### src/rtl/seg_pkg.sv
// Shared segment definitions: pattern constants, segment bit indices and decoder FSM states.
// Also used by the hex-to-segment display driver.
package seg_pkg;

    localparam int SEG_W = 7;
    localparam int DIG_W = 2;

    // After pin inversion, segment A sits in the MSB and G in the LSB.
    localparam int SEG_A = 6;
    localparam int SEG_B = 5;
    localparam int SEG_C = 4;
    localparam int SEG_D = 3;
    localparam int SEG_E = 2;
    localparam int SEG_F = 1;
    localparam int SEG_G = 0;

    localparam logic [SEG_W-1:0] SEG_PAT_0 = 7'h7E;
    localparam logic [SEG_W-1:0] SEG_PAT_1 = 7'h30;
    localparam logic [SEG_W-1:0] SEG_PAT_2 = 7'h6D;
    localparam logic [SEG_W-1:0] SEG_PAT_3 = 7'h79;
    localparam logic [SEG_W-1:0] SEG_PAT_4 = 7'h33;
    localparam logic [SEG_W-1:0] SEG_PAT_5 = 7'h5B;
    localparam logic [SEG_W-1:0] SEG_PAT_6 = 7'h5F;
    localparam logic [SEG_W-1:0] SEG_PAT_7 = 7'h70;
    localparam logic [SEG_W-1:0] SEG_PAT_8 = 7'h7F;
    localparam logic [SEG_W-1:0] SEG_PAT_9 = 7'h7B;
    localparam logic [SEG_W-1:0] SEG_PAT_A = 7'h77;
    localparam logic [SEG_W-1:0] SEG_PAT_B = 7'h1F;
    localparam logic [SEG_W-1:0] SEG_PAT_C = 7'h0D;
    localparam logic [SEG_W-1:0] SEG_PAT_D = 7'h3D;
    localparam logic [SEG_W-1:0] SEG_PAT_E = 7'h4F;
    localparam logic [SEG_W-1:0] SEG_PAT_F = 7'h47;

    typedef enum logic [1:0] {
        ST_SETTLE,
        ST_CAPTURE,
        ST_HOLD
    } state_t;

    // Synchronized, active-high snapshot of all display pins.
    typedef struct packed {
        logic [DIG_W-1:0] dig_en;
        logic [SEG_W-1:0] seg;
    } snap_t;

    function automatic logic [SEG_W-1:0] hex_to_seg(input logic [3:0] hex);
        case (hex)
            4'h0:    return SEG_PAT_0;
            4'h1:    return SEG_PAT_1;
            4'h2:    return SEG_PAT_2;
            4'h3:    return SEG_PAT_3;
            4'h4:    return SEG_PAT_4;
            4'h5:    return SEG_PAT_5;
            4'h6:    return SEG_PAT_6;
            4'h7:    return SEG_PAT_7;
            4'h8:    return SEG_PAT_8;
            4'h9:    return SEG_PAT_9;
            4'hA:    return SEG_PAT_A;
            4'hB:    return SEG_PAT_B;
            4'hC:    return SEG_PAT_C;
            4'hD:    return SEG_PAT_D;
            4'hE:    return SEG_PAT_E;
            default: return SEG_PAT_F;
        endcase
    endfunction

endpackage

### src/rtl/seg_lookup.sv
// Reverse segment lookup: 7-bit active-high pattern -> {hit, hex value}. Purely combinational.
module seg_lookup
    import seg_pkg::*;
(
    input  logic [SEG_W-1:0] seg,
    output logic             hit,
    output logic [3:0]       value
);

    always_comb begin
        // NOTE: every output gets a default first so no path leaves it unassigned (no latch).
        hit   = 1'b0;
        value = 4'h0;
        for (int i = 0; i < 16; i++) begin
            if (hex_to_seg(4'(i)) == seg) begin
                hit   = 1'b1;
                value = 4'(i);
            end
        end
    end

endmodule

### src/rtl/seg_decode.sv
// Recovers hex digits from a two-digit multiplexed 7-segment display by sampling stable pin windows.
// Optional SEG_DECODE_ERRCNT_EN adds a saturating 8-bit err_cnt output.
module seg_decode
    import seg_pkg::*;
#(
    parameter int STABLE_CYCLES = 16
) (
    input  logic             clk,
    input  logic             reset_n,
    input  logic [SEG_W-1:0] seg_n,
    input  logic [DIG_W-1:0] dig_en_n,
    output logic [3:0]       hex0,
    output logic [3:0]       hex1,
    output logic             valid0,
    output logic             valid1,
    output logic             upd,
    output logic             upd_idx,
    output logic             err
`ifdef SEG_DECODE_ERRCNT_EN
    ,
    output logic [7:0]       err_cnt
`endif
);

    localparam int          SNAP_W  = DIG_W + SEG_W;
    localparam logic [7:0]  CNT_MAX = 8'(STABLE_CYCLES);

    logic [SNAP_W-1:0] sync_q1, sync_q2;
    snap_t             snap, snap_prev;
    logic [7:0]        cnt, cnt_next;
    state_t            state, state_next;
    logic              change, capture;
    logic              hit;
    logic [3:0]        value;

    // Pins idle high, so the synchronizer resets to all-ones (display inactive).
    always_ff @(posedge clk or negedge reset_n) begin
        if (!reset_n) begin
            sync_q1   <= '1;
            sync_q2   <= '1;
            snap_prev <= '0;
            cnt       <= '0;
            state     <= ST_SETTLE;
        end else begin
            // NOTE: sequential state uses non-blocking assignments so every flop samples pre-edge values.
            sync_q1   <= {dig_en_n, seg_n};
            sync_q2   <= sync_q1;
            snap_prev <= snap;
            cnt       <= cnt_next;
            state     <= state_next;
        end
    end

    assign snap   = snap_t'(~sync_q2);
    assign change = (snap != snap_prev);

    // The FSM looks at the next count so CAPTURE lands on the edge the counter reaches the limit.
    always_comb begin
        cnt_next   = cnt;
        state_next = state;
        if (change)
            cnt_next = '0;
        else if (cnt != CNT_MAX)
            cnt_next = cnt + 8'd1;

        unique case (state)
            ST_SETTLE:  if (cnt_next == CNT_MAX) state_next = ST_CAPTURE;
            ST_CAPTURE: state_next = ST_HOLD;
            ST_HOLD:    state_next = ST_HOLD;
            default:    state_next = ST_SETTLE;
        endcase

        if (change)
            state_next = ST_SETTLE;
    end

    // A change arriving in the CAPTURE cycle breaks the window, so nothing is taken.
    assign capture = (state == ST_CAPTURE) && !change;

    seg_lookup u_lookup (
        .seg   (snap.seg),
        .hit   (hit),
        .value (value)
    );

    always_ff @(posedge clk or negedge reset_n) begin
        if (!reset_n) begin
            hex0    <= 4'h0;
            hex1    <= 4'h0;
            valid0  <= 1'b0;
            valid1  <= 1'b0;
            upd     <= 1'b0;
            upd_idx <= 1'b0;
            err     <= 1'b0;
        end else begin
            upd <= 1'b0;
            err <= 1'b0;
            if (capture) begin
                unique case (snap.dig_en)
                    2'b01: begin
                        if (hit) begin
                            hex0    <= value;
                            valid0  <= 1'b1;
                            upd     <= 1'b1;
                            upd_idx <= 1'b0;
                        end else begin
                            valid0  <= 1'b0;
                            err     <= 1'b1;
                        end
                    end
                    2'b10: begin
                        if (hit) begin
                            hex1    <= value;
                            valid1  <= 1'b1;
                            upd     <= 1'b1;
                            upd_idx <= 1'b1;
                        end else begin
                            valid1  <= 1'b0;
                            err     <= 1'b1;
                        end
                    end
                    2'b11:   err <= 1'b1;
                    default: ;
                endcase
            end
        end
    end

`ifdef SEG_DECODE_ERRCNT_EN
    always_ff @(posedge clk or negedge reset_n) begin
        if (!reset_n)
            err_cnt <= 8'd0;
        else if (err && err_cnt != 8'hFF)
            err_cnt <= err_cnt + 8'd1;
    end
`endif

endmodule

### config.mk
export PLATFORM = sky130hd
export DESIGN_NAME = seg_decode
export DESIGN_NICKNAME = d
export VERILOG_FILES = /design/src/rtl/seg_pkg.sv /design/src/rtl/seg_lookup.sv /design/src/rtl/seg_decode.sv
export SDC_FILE = /design/constraint.sdc
export NUM_CORES = 1
export LEC_CHECK = 0
export ABC_AREA = 0
export CAP_MARGIN = 30
export CORE_MARGIN = 8
export CORE_UTILIZATION = 50
export CTS_BUF_LIST = sky130_fd_sc_hd__clkbuf_4 sky130_fd_sc_hd__clkbuf_8
export CTS_CLUSTER_DIAMETER = 150
export DETAILED_ROUTE_END_ITERATION = 12
export PLACE_DENSITY_LB_ADDON = 0.2
export SETUP_SLACK_MARGIN = 0.1
export SLEW_MARGIN = 30
export SYNTH_ARGS = -nofsm -noshare
export SYNTH_HDL_FRONTEND = slang
export SYNTH_SLANG_ARGS = --single-unit
### constraint.sdc
create_clock -name clk -period 1.97 [get_ports clk]
set_input_delay 0.197 -clock clk [delete_from_list [all_inputs] [get_ports clk]]
set_output_delay 0.197 -clock clk [all_outputs]
set_load 0.1 [all_outputs]
==> out/qor.yml <==
logic_synthesis:
  syn_inst: 217
  yosys_warnings: 0
  netlist_area_um2: 2460
  largest_area_contributor_in_the_netlist: "dfrtp_1"
  count_of_flip_flops_with_a_built_in_enable_after_synthesis: 0
  synth_seq_cells: 50
  synth.net_count: 236
  yosys_most_used_dff: "dfrtp_1"
  part_of_the_yosys_area_used_for_sequential_elements: 0.518
  ys_async_sr_fraction: 1.00
  post_synth_num_cell_types: 54
  post_synth.cell_area_avg_um2: 11.3
  netlist_top_cells_area: "dfrtp_1 (33%), dfstp_2 (19%), ha_1 (4.1%)"
  synth_largest_type_area_fraction: 0.326
final_layout:
  num-fill-cells: 297
  commonest_non_fill_non_tap_cell_in_the_layout: "buf_4"
  syn2layout_area_growth_pct: 42.8
  num-nets-final: 311
  antennaDiodeCount: 0
  drive_above_1_share: 0.474
  mostFrequentLayoutCells: "buf_4 (52), dfrtp_1 (32), dfstp_2 (18), inv_1 (17), buf_6 (14)"
grt:
  number_of_antenna_violations_at_the_first_check_in_global_routing: 0
  global_route_wire_length_before_repair_um: 8880
  grt_usage: 0.153
  vias_in_the_first_global_route: 1932
  grt_overflow_total: 0
  grt_start_max_net_pins: 31
timing:
  finClkSkew_ns: 0.00945
  final-setup-viol-count: 12
  period_needed_ns: 2.08
  slew_headroom: 0.665
  maxSlewViolCount: 0
  grt_setup_unrepaired: "true"
  max_freq_mhz: 480
  setup_ws_ns: -0.114
  final_min_period_over_clock_period: 1.06
  tightestPinTransition_ns: 0.503
  setup_tns_ns: -0.683
  report.final.hold_viol_count: 0
clocking:
  cts.path.max_buffers: 2
  numCtsBuffers: 5
  clock_tree.root_cell: "clkbuf_8"
  clkLatencyLatePin_ns: 0.31
  cts.sinks: 50
  tritoncts: "built"
  htreeDepth: 2
  clock_pin_transition_on_the_worst_setup_and_hold_timing_paths_ns: 0.09
floorplan:
  starting_density: 0.520
  dieWidth_um: 86.1
  fp.dieArea_um2: 7410
  num_rows: 25
  top_level_ports: 24
  die_height_um: 86.1
  floorplan.core_area_um2: 4720
job:
  cap_violations: 0
placed_design:
  dp_slack_ns: -0.0777
  place_hpwl_um: 3680
  port_buffers: 23
  gp_congestion: 0.926
critical_path:
  critical-path-max-stage-delay_ns: 0.62
  cp_data_required_time_ns: 2.17
  crit_arrival_ns: 2.29
  timing.setup.critical_path_class: "register to register"
  crit_path_start_kind: "register"
  cp_cell_sequence: "nand4bb_1 > a2111oi_4 > a311o_2 > o2111ai_4 > mux2_4"
  timing.critical_path.fanout_max: 6
  cp_slowest_cell: "dfstp_2"
  timing.critical_path.to_type: "register"
power_and_ir_drop:
  leakage_component_of_the_power_nw: 1.56
  power_per_cell_area_nw_per_um2: 627
  vdd.ir_drop.worst_uv: 440
drt:
  drtPass1Iterations: 5
  via_per_inst: 5.30
  total_wirelength_of_the_detailed_routed_design_um: 5730
  antenna_left: 0
  initialDrtViolationCount: 110
  detail_route.wl_per_cell_um: 15.9
  routed-via-count: 1907
  drc_errors: 0
status:
  run_status: "finished, violations left"
  failed_checks: "setup timing"
worst_hold_path:
  hold_crit_path_type: "input port to register"
-- synth_stat cells (2+ instances only) --
| library cell | count |
|---|---|
| and2_1 | 4 |
| nand3_1 | 3 |
| nand2b_1 | 3 |
| buf_6 | 4 |
| o32ai_1 | 3 |
| a21oi_1 | 11 |
| nor2b_1 | 3 |
| xnor2_1 | 6 |
| o31ai_1 | 2 |
| and3_1 | 3 |
| nor2_1 | 8 |
| nor4_1 | 4 |
| buf_4 | 2 |
| o21ai_0 | 9 |
| inv_1 | 17 |
| nor3b_1 | 4 |
| ha_1 | 8 |
| and3b_1 | 2 |
| buf_2 | 6 |
| nand4_1 | 3 |
| dfstp_2 | 18 |
| dfrtp_1 | 32 |
| nor3_1 | 2 |
| or3_1 | 3 |
| o2111ai_2 | 2 |
| nand2_1 | 17 |
| xor2_1 | 10 |
| mux2_4 | 2 |
-- metal layers --
layer	routed length, um	global-route usage
met5	0	0
met4	138	0.0748
met3	278	0.0382
met2	2800	0.245
met1	2510	0.186
-- registers in the layout, summed over array words and instances (netlist names) --
signal / flops
snap_prev: 9
sync_q1: 9
sync_q2: 9
cnt: 8
hex0: 4
hex1: 4
state: 2
err: 1
upd: 1
upd_idx: 1
valid0: 1
valid1: 1
-- critical path: cells and delay by family (launching register included) --
family / cells / cell delay (ns)
compound gates: 3 / 0.87
flops: 1 / 0.62
mux: 1 / 0.32
simple gates: 1 / 0.17
-- report_power, final --
part / leakage [nW] / switching [mW] / internal [mW] / total, mW
registers: 0.616 / 0.0259 / 1.07 / 1.10
clock network: 0.0683 / 0.341 / 0.508 / 0.849
logic: 0.873 / 0.128 / 0.128 / 0.256
-- final cells by class --
type,count,area (um^2),share of cell area
sequential,50,1270,0.363
clock inverter,3,68.8,0.0196
timing repair buffer,80,713,0.203
tap,67,83.8,0.0239
clock buffer,5,68.8,0.0196
inverter,17,63.8,0.0182
multi-input combinational,138,1240,0.353
-- final timing paths --
kind,startpoint,to,slack [ns],cells after the start
setup / recovery,sync_q2[5],hex0[1],-0.11,5
hold / removal,seg_n[4],sync_q1[4],0.29,1
setup reg to reg,sync_q2[5],hex0[1],-0.11,5
hold reg to reg,sync_q1[2],sync_q2[2],0.36,0
max in group asynchronous,reset_n,sync_q2[6],0.98,3
min in group asynchronous,reset_n,hex0[3],0.38,2
-- timing repair --
action	CTS	global route
pin swaps	15	10
hold endpoints to repair	20	0
setup buffers	15	6
hold buffers	1	0
endpoints found under the setup margin	19	22
resized for setup	31	27
-- per-stage QoR --
step	util	total power [mW]	hold slack, ns	cell area [um^2]	instances
2_1_floorplan	-	1.20	-0.0986	2510	217
4_1_cts	0.713	2.20	0.275	3370	354
3_5_place_dp	0.631	1.30	0.193	2980	330
3_3_place_gp	0.631	1.30	0.189	2980	330
5_1_grt	0.743	2.28	0.274	3510	360
6_report	0.743	2.20	0.288	3510	360
-- kinds of logic (layout without fill, tap and decap cells) --
| family | after synthesis | after routing | synth area share |
|---|---|---|---|
| mux | 2 | 2 | 0.0122 |
| simple gates | 68 | 68 | 0.163 |
| fa+ha+maj | 8 | 8 | 0.0407 |
| xor+xnor | 17 | 17 | 0.0636 |
| compound gates | 43 | 43 | 0.139 |
| buf+inv | 29 | 105 | 0.0626 |
| flops | 50 | 50 | 0.518 |
Note: power is estimated with default switching activity, not from simulation.
